[src/rtl/shift_pipe_ctrl.sv]
// Valid/ready flow controller for a uniformly shifting data shift register.
// Tracks a shadow valid bit per stage and handles stall, drain and flush.
module shift_pipe_ctrl #(
    parameter  int STAGES = 3,
    localparam int CNT_W  = $clog2(STAGES + 1)
) (
    input  logic             clk,
    input  logic             reset,
    input  logic             in_valid,
    output logic             in_ready,
    output logic             out_valid,
    input  logic             out_ready,
    input  logic             drain,
    input  logic             flush,
    output logic             sr_enable,
    output logic [CNT_W-1:0] occupancy,
    output logic             busy,
    output logic             drained,
    output logic [15:0]      stall_count
);

    localparam logic [1:0] S_IDLE  = 2'd0;
    localparam logic [1:0] S_RUN   = 2'd1;
    localparam logic [1:0] S_DRAIN = 2'd2;

    logic [STAGES-1:0] r_vld;
    logic [CNT_W-1:0]  r_occ;
    logic [1:0]        r_state;
    logic              r_drained;
    logic [15:0]       r_stall_cnt;

    logic              w_stall;
    logic              w_accept;
    logic              w_take;
    logic [STAGES-1:0] w_vld_shift;
    logic [CNT_W-1:0]  w_occ_nxt;
    logic [1:0]        w_state_nxt;
    logic              w_drained_nxt;

    assign out_valid = r_vld[STAGES-1];
    assign w_stall   = out_valid & ~out_ready;
    assign in_ready  = ~w_stall & (r_state != S_DRAIN) & ~flush;
    assign w_accept  = in_valid & in_ready;
    assign w_take    = out_valid & out_ready;
    // Shift only when an item enters or something is already in flight.
    assign sr_enable = ~w_stall & ~flush & (w_accept | (|r_vld));

    generate
        if (STAGES == 1) begin : g_one
            assign w_vld_shift = w_accept;
        end else begin : g_many
            assign w_vld_shift = {r_vld[STAGES-2:0], w_accept};
        end
    endgenerate

    always_comb begin
        w_occ_nxt = r_occ;
        if (w_accept && !w_take) begin
            w_occ_nxt = r_occ + CNT_W'(1);
        end else if (!w_accept && w_take) begin
            w_occ_nxt = r_occ - CNT_W'(1);
        end
    end

    always_comb begin
        w_state_nxt   = r_state;
        w_drained_nxt = 1'b0;
        unique case (r_state)
            S_IDLE: begin
                if (drain) begin
                    w_state_nxt = S_DRAIN;
                end else if (w_accept) begin
                    w_state_nxt = S_RUN;
                end
            end
            S_RUN: begin
                if (drain) begin
                    w_state_nxt = S_DRAIN;
                end else if (w_occ_nxt == '0) begin
                    w_state_nxt = S_IDLE;
                end
            end
            S_DRAIN: begin
                if (r_occ == '0) begin
                    w_state_nxt   = S_IDLE;
                    w_drained_nxt = 1'b1;
                end
            end
            default: w_state_nxt = S_IDLE;
        endcase
        // Flush aborts everything, including a pending drain completion.
        if (flush) begin
            w_state_nxt   = S_IDLE;
            w_drained_nxt = 1'b0;
        end
    end

    always_ff @(posedge clk or posedge reset) begin
        if (reset) begin
            r_vld     <= '0;
            r_occ     <= '0;
            r_state   <= S_IDLE;
            r_drained <= 1'b0;
        end else begin
            r_state   <= w_state_nxt;
            r_drained <= w_drained_nxt;
            if (flush) begin
                r_vld <= '0;
                r_occ <= '0;
            end else if (sr_enable) begin
                r_vld <= w_vld_shift;
                r_occ <= w_occ_nxt;
            end
        end
    end

    always_ff @(posedge clk or posedge reset) begin
        if (reset) begin
            r_stall_cnt <= '0;
        end else if (w_stall && (r_stall_cnt != 16'hFFFF)) begin
            r_stall_cnt <= r_stall_cnt + 16'd1;
        end
    end

    assign occupancy   = r_occ;
    assign busy        = (r_state != S_IDLE) | (r_occ != '0);
    assign drained     = r_drained;
    assign stall_count = r_stall_cnt;

endmodule

[config.mk]
export PLATFORM = sky130hd
export DESIGN_NAME = shift_pipe_ctrl
export DESIGN_NICKNAME = d
export VERILOG_FILES = /design/src/rtl/shift_pipe_ctrl.sv
export SDC_FILE = /design/constraint.sdc
export NUM_CORES = 1
export LEC_CHECK = 0
export ABC_AREA = 1
export CORE_ASPECT_RATIO = 0.8
export CORE_UTILIZATION = 55
export CTS_BUF_LIST = sky130_fd_sc_hd__clkbuf_8
export DETAILED_ROUTE_END_ITERATION = 6
export PLACE_DENSITY = 0.91
export SYNTH_ARGS = -nofsm -noshare
export SYNTH_HDL_FRONTEND = slang
export SYNTH_SLANG_ARGS = --single-unit
[constraint.sdc]
create_clock -name clk -period 2.3 [get_ports clk]
set_input_delay 0.23 -clock clk [delete_from_list [all_inputs] [get_ports clk]]
set_output_delay 0.23 -clock clk [all_outputs]
set_load 0.05 [all_outputs]
# After elaboration in Yosys (flattened, before gate mapping)

Cells that the tools add are included.
Widths: inputs -> output; s select.

Logic and storage cells: 56
Input port bits: 6
Output and inout port bits: 23
Bits in registers: 24

Bitwise operators: 12
Reductions and logical operators: 13
Add/sub/neg operators: 3
Mux-type cells: 16
Eq/ne operators: 7

Operator list:

| operator              | number |
|---|---|
| $mux 2                | 10 |
| $add 16x1->16 const B | 1 |
| $ne 16x16->1 const B  | 1 |
| $ne 4x4->1 const B    | 2 |
| $and 1x1->1           | 7 |
| $logic_not 2->1       | 3 |
| $mux 3                | 2 |
| $pmux 2 s3            | 1 |
| $reduce_bool 2->1     | 3 |
| $logic_and 1x1->1     | 3 |
| $mux 1                | 3 |
| $ne 3x3->1 const B    | 1 |
| $not 1->1             | 3 |
| $reduce_and 3->1      | 1 |
| $reduce_or 3->1       | 1 |
| $add 2x1->2 const B   | 1 |
| $eq 2x1->1 const B    | 1 |
| $eq 2x2->1 const B    | 1 |
| $logic_not 1->1       | 2 |
| $ne 2x2->1 const B    | 1 |
| $or 1x1->1            | 2 |
| $sub 2x1->2 const B   | 1 |

# Depth between registers and ports, before layout

Depth in word-level cells: 15
Depth in mapped cells: 11
Mapped depth without buffers: 11

# Worst setup path after synthesis

OpenSTA, ideal clock, no wires.

Path type: reg-to-reg
Start point: register r_vld[2]
End point: register r_vld[0]
Required time: 2,170 ps
Library setup time: 130 ps
Arrival time: 2,471 ps
Setup slack: -302 ps
Buffers on the path: 0
Clock period less this slack: 2,602 ps
Cell stages (with the launch flop): 7
Cells stage by stage: dfrtp_1 a21oi_1 inv_1 o21ai_0 inv_1 nand2_1 o21ai_0

Cells in the longest elaborated chain, start to end: 8
Elaborated cells on any way between the ends: 12
Classes of those cells: 2 x mux; 8 x bitwise; 2 x reduce/logical

Ends and longest elaborated chain:

| item                                   | line   | text |
|---|---|---|
| from (decl)                            | 26     | `logic [STAGES-1:0] r_vld;` |
| from (signal assigned)                 | 111    | `r_vld <= w_vld_shift;` |
| $and 1x1->1                            | 41     | `assign w_stall = out_valid & ~out_ready;` |
| $not 1->1                              | 42, 46 |  |
| $and 1x1->1 (2 in a row)               | 42     | `assign in_ready = ~w_stall & (r_state != S_DRAIN) & ~flush;` |
| $and 1x1->1                            | 43     | `assign w_accept = in_valid & in_ready;` |
| $or 1x1->1                             | 46     | `assign sr_enable = ~w_stall & ~flush & (w_accept \| (\|r_vld));` |
| $and 1x1->1 (*)                        | 46     |  |
| named net sr_enable                    | 15     | `output logic sr_enable,` |
| $reduce_bool 2->1 (no source line) (*) | -      |  |

The timed path passes the listed nets; every way through them passes the cells marked *. The select of a mux whose other input is x is not followed.
A chain may end at the register's enable or synchronous reset.

# Worst setup path in the final report

Start point: register r_occ[0] (netlist: occupancy[0])
End point: output port busy

Cells in the longest elaborated chain, start to end: 2

Ends and longest elaborated chain:

| item                   | line | text |
|---|---|---|
| from (decl)            | 27   | `logic [CNT_W-1:0] r_occ;` |
| from (signal assigned) | 112  | `r_occ <= w_occ_nxt;` |
| $reduce_bool 2->1      | 126  | `assign busy = (r_state != S_IDLE) \| (r_occ != '0);` |
| $or 1x1->1             | 126  |  |
| to (decl)              | 17   | `output logic busy,` |

Every way passes these cells.

==> flow_metrics.env <==
export IMPL_status="completed"
export IMPL_rows=15
export IMPL_synth_top_area_share_pct=46.6
export IMPL_synth_ff_latch_count=24
export IMPL_max_freq_ghz=0.489
export IMPL_syn_area_sq_um=1290
export IMPL_drv_slew=0
export IMPL_cts_sink_count=24
export IMPL_path_clk_slew_ps=80
export IMPL_rsz0062_at_grt="false"
export IMPL_end_kind="primary output"
export IMPL_cts_setup_buffers=0
export IMPL_drt_total_wl_microns=2780
export IMPL_dpl_hpwl_microns=2160
export IMPL_finalSetupViolCount=0
export IMPL_area_growth_syn_to_layout_pct=27.3
export IMPL_yosys_top_cells_area="dfrtp_1 (47%), nand2_1 (12%), xor2_1 (6.1%)"
export IMPL_cts_tree="built"
export IMPL_slew_headroom_pct=64.3
export IMPL_hp_class="in2async"
export IMPL_final_antenna_net_count=0
export IMPL_crit_path_start_kind="register"
export IMPL_synth_nets=164
export IMPL_layout_worst_path_cycle_share_pct=88.9
export IMPL_worstSetupPathType="reg2out"
export IMPL_htreeDepth=1
export IMPL_grt_pass1_vias=1023
export IMPL_crit_path_max_fanout=3
export IMPL_post_route_drc_count=0
export IMPL_stdcell_count=211
export IMPL_fin_setup_tns_ps=0
export IMPL_syn_area_per_cell_sq_um=8.27
export IMPL_netlist_instances=156
export IMPL_power_leakage_uw=0.000784
export IMPL_drtPass1Iterations=4
export IMPL_dp_cells=208
export IMPL_num_vias=1143
export IMPL_io_pins=29
export IMPL_yosysSeqAreaShare_pct=46.6
export IMPL_nFillCells=153
export IMPL_cts_hold_buf=0
export IMPL_wl_per_cell_microns=13.2
export IMPL_grt_total_usage_pct=24.2
export IMPL_initial_core_util_pct=59.3
export IMPL_numCtsBuffers=3
export IMPL_nNetsFinal=196
export IMPL_rrSetupSlack_ps=360
export IMPL_grt_max_degree=25
export IMPL_ys_types=25
export IMPL_die_area_sq_um=2540
export IMPL_final_util_pct=75.4
export IMPL_ctsResizeCount=0
export IMPL_drive_above_1_share_pct=6.99
export IMPL_grt_pass1_wl_microns=4570
export IMPL_final_cell_mix="nand2_1 (41), clkdlybuf4s50_1 (26), dfrtp_1 (24)"
export IMPL_viasPerCell=5.42
export IMPL_ir_drop_mv=0.624
export IMPL_worst_pin_slew_ps=534
export IMPL_finalHoldViolations=0
export IMPL_grt_overflow=0
export IMPL_layout_commonest_cell="nand2_1"
export IMPL_core_area_sq_um=2180
export IMPL_holdWs_ps=311
export IMPL_critical_path_arrival_ps=1810
export IMPL_cts_max_path_buffers=2
export IMPL_drtIter0Drc=46
export IMPL_min_period_ps=2040
export IMPL_clkLatencyLatePin_ps=260
export IMPL_die_h_microns=45.3
export IMPL_finClkSkew_ps=3.27
export IMPL_synth_largest_area_cell="dfrtp_1"
export IMPL_max_cap_violations=0
export IMPL_port_buffers=28
export IMPL_cts_root_buf="clkbuf_8"
export IMPL_worstPathRequired_ps=2070
export IMPL_ys_warn_count=0
export IMPL_power_density_nw_per_um2=761
export IMPL_die_x_microns=56.1
export IMPL_antennaDiodeCount=0
export IMPL_gp_congestion=0.855
export IMPL_power_uw=1250
export IMPL_antenna_found_initial=0
==> flip-flops by register name, indices dropped and copies added (netlist names) <==
| register | flops |
|---|---|
| occupancy | 2 |
| r_state | 2 |
| drained | 1 |
| r_vld | 3 |
| stall_count | 16 |
==> cells by family after synthesis <==
group	share of synthesized area, %
simple gates	30.0
flops	46.6
buf+inv	7.37
xor+xnor	10.2
compound gates	3.98
fa+ha+maj	1.94
==> Yosys cell counts, drive strengths merged <==
master  number
buf          2
nor2        15
xnor2        6
nand3b       2
nand2       42
o21ai        5
xor2         9
nor3         7
nor4         3
inv         21
nand3        8
a21oi        1
nand4        6
dfrtp       24
o22ai        1
ha           2
o31ai        1
a21o         1
==> worst paths after layout <==
path	startpoint	endpoint	cells past startpoint
max	occupancy[0]	busy	4
min	reset	r_vld[0]	3
max reg2reg	stall_count[0]	stall_count[8]	8
min reg2reg	stall_count[7]	stall_count[7]	1
max in group asynchronous	reset	r_vld[1]	3
min in group clk	stall_count[7]	stall_count[7]	1
==> layout make-up <==
type | count | area, sq um | share of cell area [%]
Sequential cell | 24 | 601 | 36.6
Inverter | 21 | 78.8 | 4.80
Clock buffer | 3 | 41.3 | 2.52
Tap cell | 25 | 31.3 | 1.91
Multi-Input combinational cell | 109 | 594 | 36.2
Timing Repair Buffer | 29 | 295 | 18.0
==> power breakdown <==
group | switching [uW] | internal [uW] | total, uW
combinational | 326 | 168 | 494
clock | 121 | 117 | 238
sequential | 49.0 | 468 | 517
==> critical path, cell delays in order, from the launching register on <==
cell,delay [ps]
dfrtp_1,360
inv_1,60
ha_1,240
nand2_1,80
clkdlybuf4s50_1,800
==> metal layers <==
layer  GRT usage [%]  part of all wire, %  vias up
li1                -                    -      558
met1            32.7                   46      538
met2            39.3                   46       41
met3            6.88                  6.5        6
met4            5.85                  1.3        0
met5               0                    0        -
==> stage by stage <==
| stage | cell area (sq um) | worst slack (ps) |
|---|---|---|
| after CTS | 1640 | 243 |
| after detailed placement | 1600 | 398 |
| after global placement | 1600 | 461 |
| final | 1640 | 255 |
| after global routing | 1640 | 156 |
| after floorplan | 1290 | 149 |
No activity file was read; power rests on OpenSTA's default activity.
